`src/rtl/bram_word_adapter.sv`:
```
// 32-bit load/store port to 8-bit registered-read BRAM bridge, little-endian byte sequencing.
// Optional BRAM_ADAPTER_ALIGN_CHECK_EN rejects misaligned half/word accesses with rsp_err.
module bram_word_adapter #(
    parameter int ADDR_WIDTH = 10
) (
    input  logic                  clk,
    input  logic                  rst_n,
    input  logic                  req_valid,
    output logic                  req_ready,
    input  logic                  req_write,
    input  logic [1:0]            req_size,
    input  logic [ADDR_WIDTH-1:0] req_addr,
    input  logic [31:0]           req_wdata,
    output logic                  rsp_valid,
    output logic [31:0]           rsp_rdata,
    output logic                  rsp_err,
    output logic [ADDR_WIDTH-1:0] bram_addr,
    output logic [7:0]            bram_wdata,
    input  logic [7:0]            bram_rdata,
    output logic                  bram_wen,
    output logic                  bram_ren
);

    typedef enum logic [1:0] {
        S_IDLE  = 2'd0,
        S_ISSUE = 2'd1,
        S_DRAIN = 2'd2,
        S_DONE  = 2'd3
    } state_t;

    state_t r_state;
    state_t w_state_next;

    logic                  r_write;
    logic [ADDR_WIDTH-1:0] r_addr_base;
    logic [31:0]           r_wdata;
    logic [2:0]            r_n;
    logic [2:0]            r_k;
    logic [1:0]            r_strobe_idx;
    logic                  r_rd_pend;
    logic [1:0]            r_rd_idx;
    logic [ADDR_WIDTH-1:0] r_bram_addr;
    logic [7:0]            r_bram_wdata;
    logic                  r_bram_wen;
    logic                  r_bram_ren;
    logic                  r_rsp_valid;
    logic [31:0]           r_rsp_rdata;
    logic                  r_rsp_err;

    logic                  w_accept;
    logic                  w_misalign;
    logic [2:0]            w_req_n;
    logic                  w_drive;
    logic                  w_drive_wr;
    logic [ADDR_WIDTH-1:0] w_drive_addr;
    logic [7:0]            w_drive_wdata;
    logic [1:0]            w_drive_idx;
    logic                  w_rsp_fire;
    logic                  w_rsp_err;

    assign req_ready  = (r_state == S_IDLE) & rst_n;
    assign w_accept   = req_valid & req_ready;

    assign bram_addr  = r_bram_addr;
    assign bram_wdata = r_bram_wdata;
    assign bram_wen   = r_bram_wen;
    assign bram_ren   = r_bram_ren;
    assign rsp_valid  = r_rsp_valid;
    assign rsp_rdata  = r_rsp_rdata;
    assign rsp_err    = r_rsp_err;

    always_comb begin
        case (req_size)
            2'd0:    w_req_n = 3'd1;
            2'd1:    w_req_n = 3'd2;
            default: w_req_n = 3'd4;
        endcase
    end

`ifdef BRAM_ADAPTER_ALIGN_CHECK_EN
    assign w_misalign = ((req_size == 2'd1) & req_addr[0])
                      | (req_size[1] & (req_addr[1:0] != 2'b00));
`else
    assign w_misalign = 1'b0;
`endif

    always_ff @(posedge clk) begin
        if (!rst_n) begin
            r_state <= S_IDLE;
        end else begin
            r_state <= w_state_next;
        end
    end

    // Byte 0 is launched on the accept edge so strobes land in cycles T+1..T+n.
    always_comb begin
        w_state_next  = r_state;
        w_drive       = 1'b0;
        w_drive_wr    = 1'b0;
        w_drive_addr  = r_bram_addr;
        w_drive_wdata = r_bram_wdata;
        w_drive_idx   = 2'd0;
        w_rsp_fire    = 1'b0;
        w_rsp_err     = 1'b0;
        case (r_state)
            S_IDLE: begin
                if (w_accept) begin
                    if (w_misalign) begin
                        w_state_next = S_DONE;
                        w_rsp_fire   = 1'b1;
                        w_rsp_err    = 1'b1;
                    end else begin
                        w_state_next  = S_ISSUE;
                        w_drive       = 1'b1;
                        w_drive_wr    = req_write;
                        w_drive_addr  = req_addr;
                        w_drive_wdata = req_wdata[7:0];
                        w_drive_idx   = 2'd0;
                    end
                end
            end
            S_ISSUE: begin
                if (r_k < r_n) begin
                    w_drive       = 1'b1;
                    w_drive_wr    = r_write;
                    w_drive_addr  = r_addr_base + ADDR_WIDTH'(r_k);
                    w_drive_wdata = r_wdata[{r_k[1:0], 3'b000} +: 8];
                    w_drive_idx   = r_k[1:0];
                end else if (r_write) begin
                    w_state_next = S_DONE;
                    w_rsp_fire   = 1'b1;
                end else begin
                    w_state_next = S_DRAIN;
                end
            end
            S_DRAIN: begin
                // Last read byte is on bram_rdata now and is captured on this edge.
                w_state_next = S_DONE;
                w_rsp_fire   = 1'b1;
            end
            S_DONE: begin
                w_state_next = S_IDLE;
            end
            default: begin
                w_state_next = S_IDLE;
            end
        endcase
    end

    always_ff @(posedge clk) begin
        if (!rst_n) begin
            r_write      <= 1'b0;
            r_addr_base  <= '0;
            r_wdata      <= '0;
            r_n          <= 3'd0;
            r_k          <= 3'd0;
            r_strobe_idx <= 2'd0;
            r_rd_pend    <= 1'b0;
            r_rd_idx     <= 2'd0;
            r_bram_addr  <= '0;
            r_bram_wdata <= '0;
            r_bram_wen   <= 1'b0;
            r_bram_ren   <= 1'b0;
            r_rsp_valid  <= 1'b0;
            r_rsp_rdata  <= '0;
            r_rsp_err    <= 1'b0;
        end else begin
            r_bram_wen <= w_drive & w_drive_wr;
            r_bram_ren <= w_drive & ~w_drive_wr;
            if (w_drive) begin
                r_bram_addr  <= w_drive_addr;
                r_bram_wdata <= w_drive_wdata;
                r_strobe_idx <= w_drive_idx;
            end

            // BRAM read latency is one cycle: the lane follows its ren by one clock.
            r_rd_pend <= r_bram_ren;
            r_rd_idx  <= r_strobe_idx;

            if (w_accept) begin
                r_addr_base <= req_addr;
                r_write     <= req_write;
                r_wdata     <= req_wdata;
                r_n         <= w_req_n;
                r_k         <= 3'd1;
            end else if (w_drive) begin
                r_k <= r_k + 3'd1;
            end

            if (w_accept & (~req_write | w_misalign)) begin
                r_rsp_rdata <= '0;
            end else if (r_rd_pend) begin
                r_rsp_rdata[{r_rd_idx, 3'b000} +: 8] <= bram_rdata;
            end

            r_rsp_valid <= w_rsp_fire;
            r_rsp_err   <= w_rsp_err;
        end
    end

endmodule

```
`config.mk`:
```
export PLATFORM = sky130hd
export DESIGN_NAME = bram_word_adapter
export DESIGN_NICKNAME = d
export VERILOG_FILES = /design/src/rtl/bram_word_adapter.sv
export SDC_FILE = /design/constraint.sdc
export NUM_CORES = 1
export LEC_CHECK = 0
export ABC_AREA = 1
export CORE_ASPECT_RATIO = 0.9
export CORE_UTILIZATION = 48
export CTS_BUF_LIST = sky130_fd_sc_hd__clkbuf_16
export DETAILED_ROUTE_END_ITERATION = 12
export GPL_TIMING_DRIVEN = 0
export PLACE_DENSITY = 0.77
export SETUP_SLACK_MARGIN = 0.02
export SYNTH_ARGS = -nofsm -noshare
export SYNTH_HDL_FRONTEND = slang
export SYNTH_SLANG_ARGS = --single-unit
```
`constraint.sdc`:
```
create_clock -name clk -period 5.84 [get_ports clk]
set_clock_uncertainty 0.2 [all_clocks]
set_input_delay 1.168 -clock clk [delete_from_list [all_inputs] [get_ports clk]]
set_output_delay 1.168 -clock clk [all_outputs]
set_load 0.03 [all_outputs]
```
==> flow_metrics.env <==
export IMPL_outcome="complete, no violations"
export IMPL_synth_largest_area_cell="dfxtp_1"
export IMPL_die_h_um=96.1
export IMPL_fmax_ghz=0.260
export IMPL_die_x_um=107
export IMPL_critPathTopFamily="buffers and inverters"
export IMPL_drv_slew=0
export IMPL_ys_seq_elements=109
export IMPL_switchingPower_mw=0.881
export IMPL_cts_resized_gates=0
export IMPL_dieArea_um2=10200
export IMPL_grt_overflow=0
export IMPL_layout_common_cells="nand2_1, dfxtp_1, clkdlybuf4s50_1"
export IMPL_vias_per_cell=5.16
export IMPL_crit_chain="clkdlybuf4s50_1, nand2_1, inv_2, clkdlybuf4s50_1"
export IMPL_cts_max_level=3
export IMPL_path_clk_slew_ps=70
export IMPL_cts_sink_count=109
export IMPL_path_buf_inv=3
export IMPL_place_inst=870
export IMPL_arrival_ps=2480
export IMPL_dr_total_vias=4573
export IMPL_synth_area_top_cells="dfxtp_1, nand2_1, a21oi_1"
export IMPL_io_buffers=109
export IMPL_max_cap_viol_count=0
export IMPL_p_leak_nw=2.57
export IMPL_root_buffer="clkbuf_16"
export IMPL_grt_use_total_pct=26.7
export IMPL_end_kind="output port"
export IMPL_final_common_cell="nand2_1"
export IMPL_clock_latency_ps=350
export IMPL_max_slew_worst_pin_slew_ps=558
export IMPL_area_growth_pct=33.3
export IMPL_nets=830
export IMPL_fin_setup_tns_ps=0
export IMPL_core_rowCount=33
export IMPL_ios=111
export IMPL_internal_power_mw=1.56
export IMPL_wl_per_cell_um=14.6
export IMPL_gp_congestion=0.835
export IMPL_core_um2=9330
export IMPL_grt_max_degree=20
export IMPL_setup_viol=0
export IMPL_syn_avg_cell_area_um2=7.39
export IMPL_grt_pass1_wl_um=21200
export IMPL_p_comb_share_pct=34.0
export IMPL_vdd_ir_drop_max_mv=0.283
export IMPL_cts_tree="yes"
export IMPL_min_period_ps=3840
export IMPL_drtIter0Drc=244
export IMPL_cp_max_fo=3
export IMPL_cp_slowest_cell="clkdlybuf4s50_1"
export IMPL_initial_core_util_pct=50.6
export IMPL_max_slew_margin_rel_pct=62.8
export IMPL_critPathKind="in -> out"
export IMPL_synth_top_cell_area_share_pct=46.2
export IMPL_placed_cell_area_um2=5970
export IMPL_hpwl_um=9800
export IMPL_fin_area_um2=6300
export IMPL_hold_viol=0
export IMPL_syn_nets=710
export IMPL_fin_crit_sh_pct=65.8
export IMPL_yosysUniqueCellTypes=36
export IMPL_drc=0
export IMPL_hold_buffers=0
export IMPL_drive_gt1_share_pct=6.94
export IMPL_ant_nets=0
export IMPL_cts_made_buffers=9
export IMPL_synth_area_um2=4720
export IMPL_worst_slack_ps=2000
export IMPL_yosys_warnings=0
export IMPL_clk_path_buf_depth=2
export IMPL_p_sw_share_pct=36.1
export IMPL_num_antenna_cells=0
export IMPL_hold_path_class="reg -> reg"
export IMPL_wirelength_um=12900
export IMPL_cpMostUsedCell="clkdlybuf4s50_1"
export IMPL_antenna_found_initial=0
export IMPL_cts_setup_buffers=0
export IMPL_clkPwrFrac_pct=27.6
export IMPL_critPathRequiredTime_ps=4470
export IMPL_pwr_share_seq_pct=38.4
export IMPL_firstDrtPassIters=5
export IMPL_stdcell_count=886
export IMPL_pre_cts_slack_ps=2000
export IMPL_pwr_density_cell_nw_per_um2=388
export IMPL_rsz0062_at_grt="false"
export IMPL_slowest_delay_ps=660
export IMPL_netlist_instances=639
export IMPL_grt_pass1_vias=4393
export IMPL_seq_area_frac_synth_pct=46.2
export IMPL_startpoint_type="primary input"
[metrics by stage]
step | hold WS [ps] | power [mW] | utilization (%)
6_report | 233 | 2.44 | 67.5
4_1_cts | 236 | 2.45 | 67.5
5_1_grt | 275 | 2.59 | 67.5
2_1_floorplan | 205 | 1.49 | -
3_5_place_dp | 220 | 1.77 | 64.0
3_3_place_gp | 218 | 1.75 | 64.0
[sequential cells by signal (all words and copies together), names as in the netlist]
| register | flops |
|---|---|
| r_n | 3 |
| r_addr_base | 10 |
| rsp_rdata | 32 |
| r_rd_idx | 2 |
| r_k | 3 |
| r_wdata | 32 |
| bram_ren | 1 |
| rsp_valid | 1 |
| r_rd_pend | 1 |
| bram_addr | 10 |
| bram_wen | 1 |
| r_state | 2 |
| bram_wdata | 8 |
| r_write | 1 |
| r_strobe_idx | 2 |
[power by group through the flow]
stage	Combinational, mW	Sequential (mW)	Clock [mW]
after global routing	0.919	0.951	0.717
after floorplan	0.466	1.02	0
final	0.831	0.938	0.674
after global placement	0.805	0.948	0
after detailed placement	0.822	0.952	0
after CTS	0.827	0.937	0.684
[worst min-delay path: cells and delay by family, from the launching register on]
family	cells	cell delay [ps]
flip-flops	1	310
AND/OR/NAND/NOR	1	60
buffers and inverters	1	40
[final cells by class]
type,count,area [um^2]
sequential,109,2180
fill,812,3030
inverter,74,280
clock buffer,9,225
multi-input combinational,425,2100
clock inverter,7,105
timing repair buffer,109,1090
buffer,31,163
tap,122,153
[path summary, 6_finish.rpt]
kind,startpoint,end,slack (ps),depth (start not counted)
max,rst_n,req_ready,2000,4
min,r_strobe_idx[0]$_SDFFE_PN0P_,r_rd_idx[0]$_SDFF_PN0_,230,2
max reg2reg,r_rd_idx[0]$_SDFF_PN0_,rsp_rdata[9]$_SDFFE_PP0P_,3420,7
min reg2reg,r_strobe_idx[0]$_SDFFE_PN0P_,r_rd_idx[0]$_SDFF_PN0_,230,2
[cells in the mapped netlist, drive strengths merged]
cell type  number
nand2         178
dfxtp         109
inv            74
a21oi          63
o21ai          62
nor2           39
nand3          32
buf            21
ha             14
nor3           12
clkbuf         10
o211ai          9
o22ai           6
a211oi          1
a31oi           1
and3            1
conb            1
fa              1
nand4           1
nor4            1
o32ai           1
or2             1
xor2            1
[cells by family after synthesis]
group / share of synthesized area [%]
and+or+nand+nor: 23.9
AOI/OAI and AO/OA: 16.1
adders and majority gates: 4.13
buffers and inverters: 9.38
DFF: 46.2
other: 0.0794
xor gates and xnor gates: 0.185
[routing by layer]
metal / global-route usage [%] / part of all wire [%] / vias up
li1: - / - / 2295
met1: 35.2 / 47 / 2122
met2: 43.9 / 45 / 145
met3: 6.70 / 6.9 / 11
met4: 6.39 / 0.79 / 0
met5: 0 / 0 / -
No activity file was read; power rests on OpenSTA's default activity.
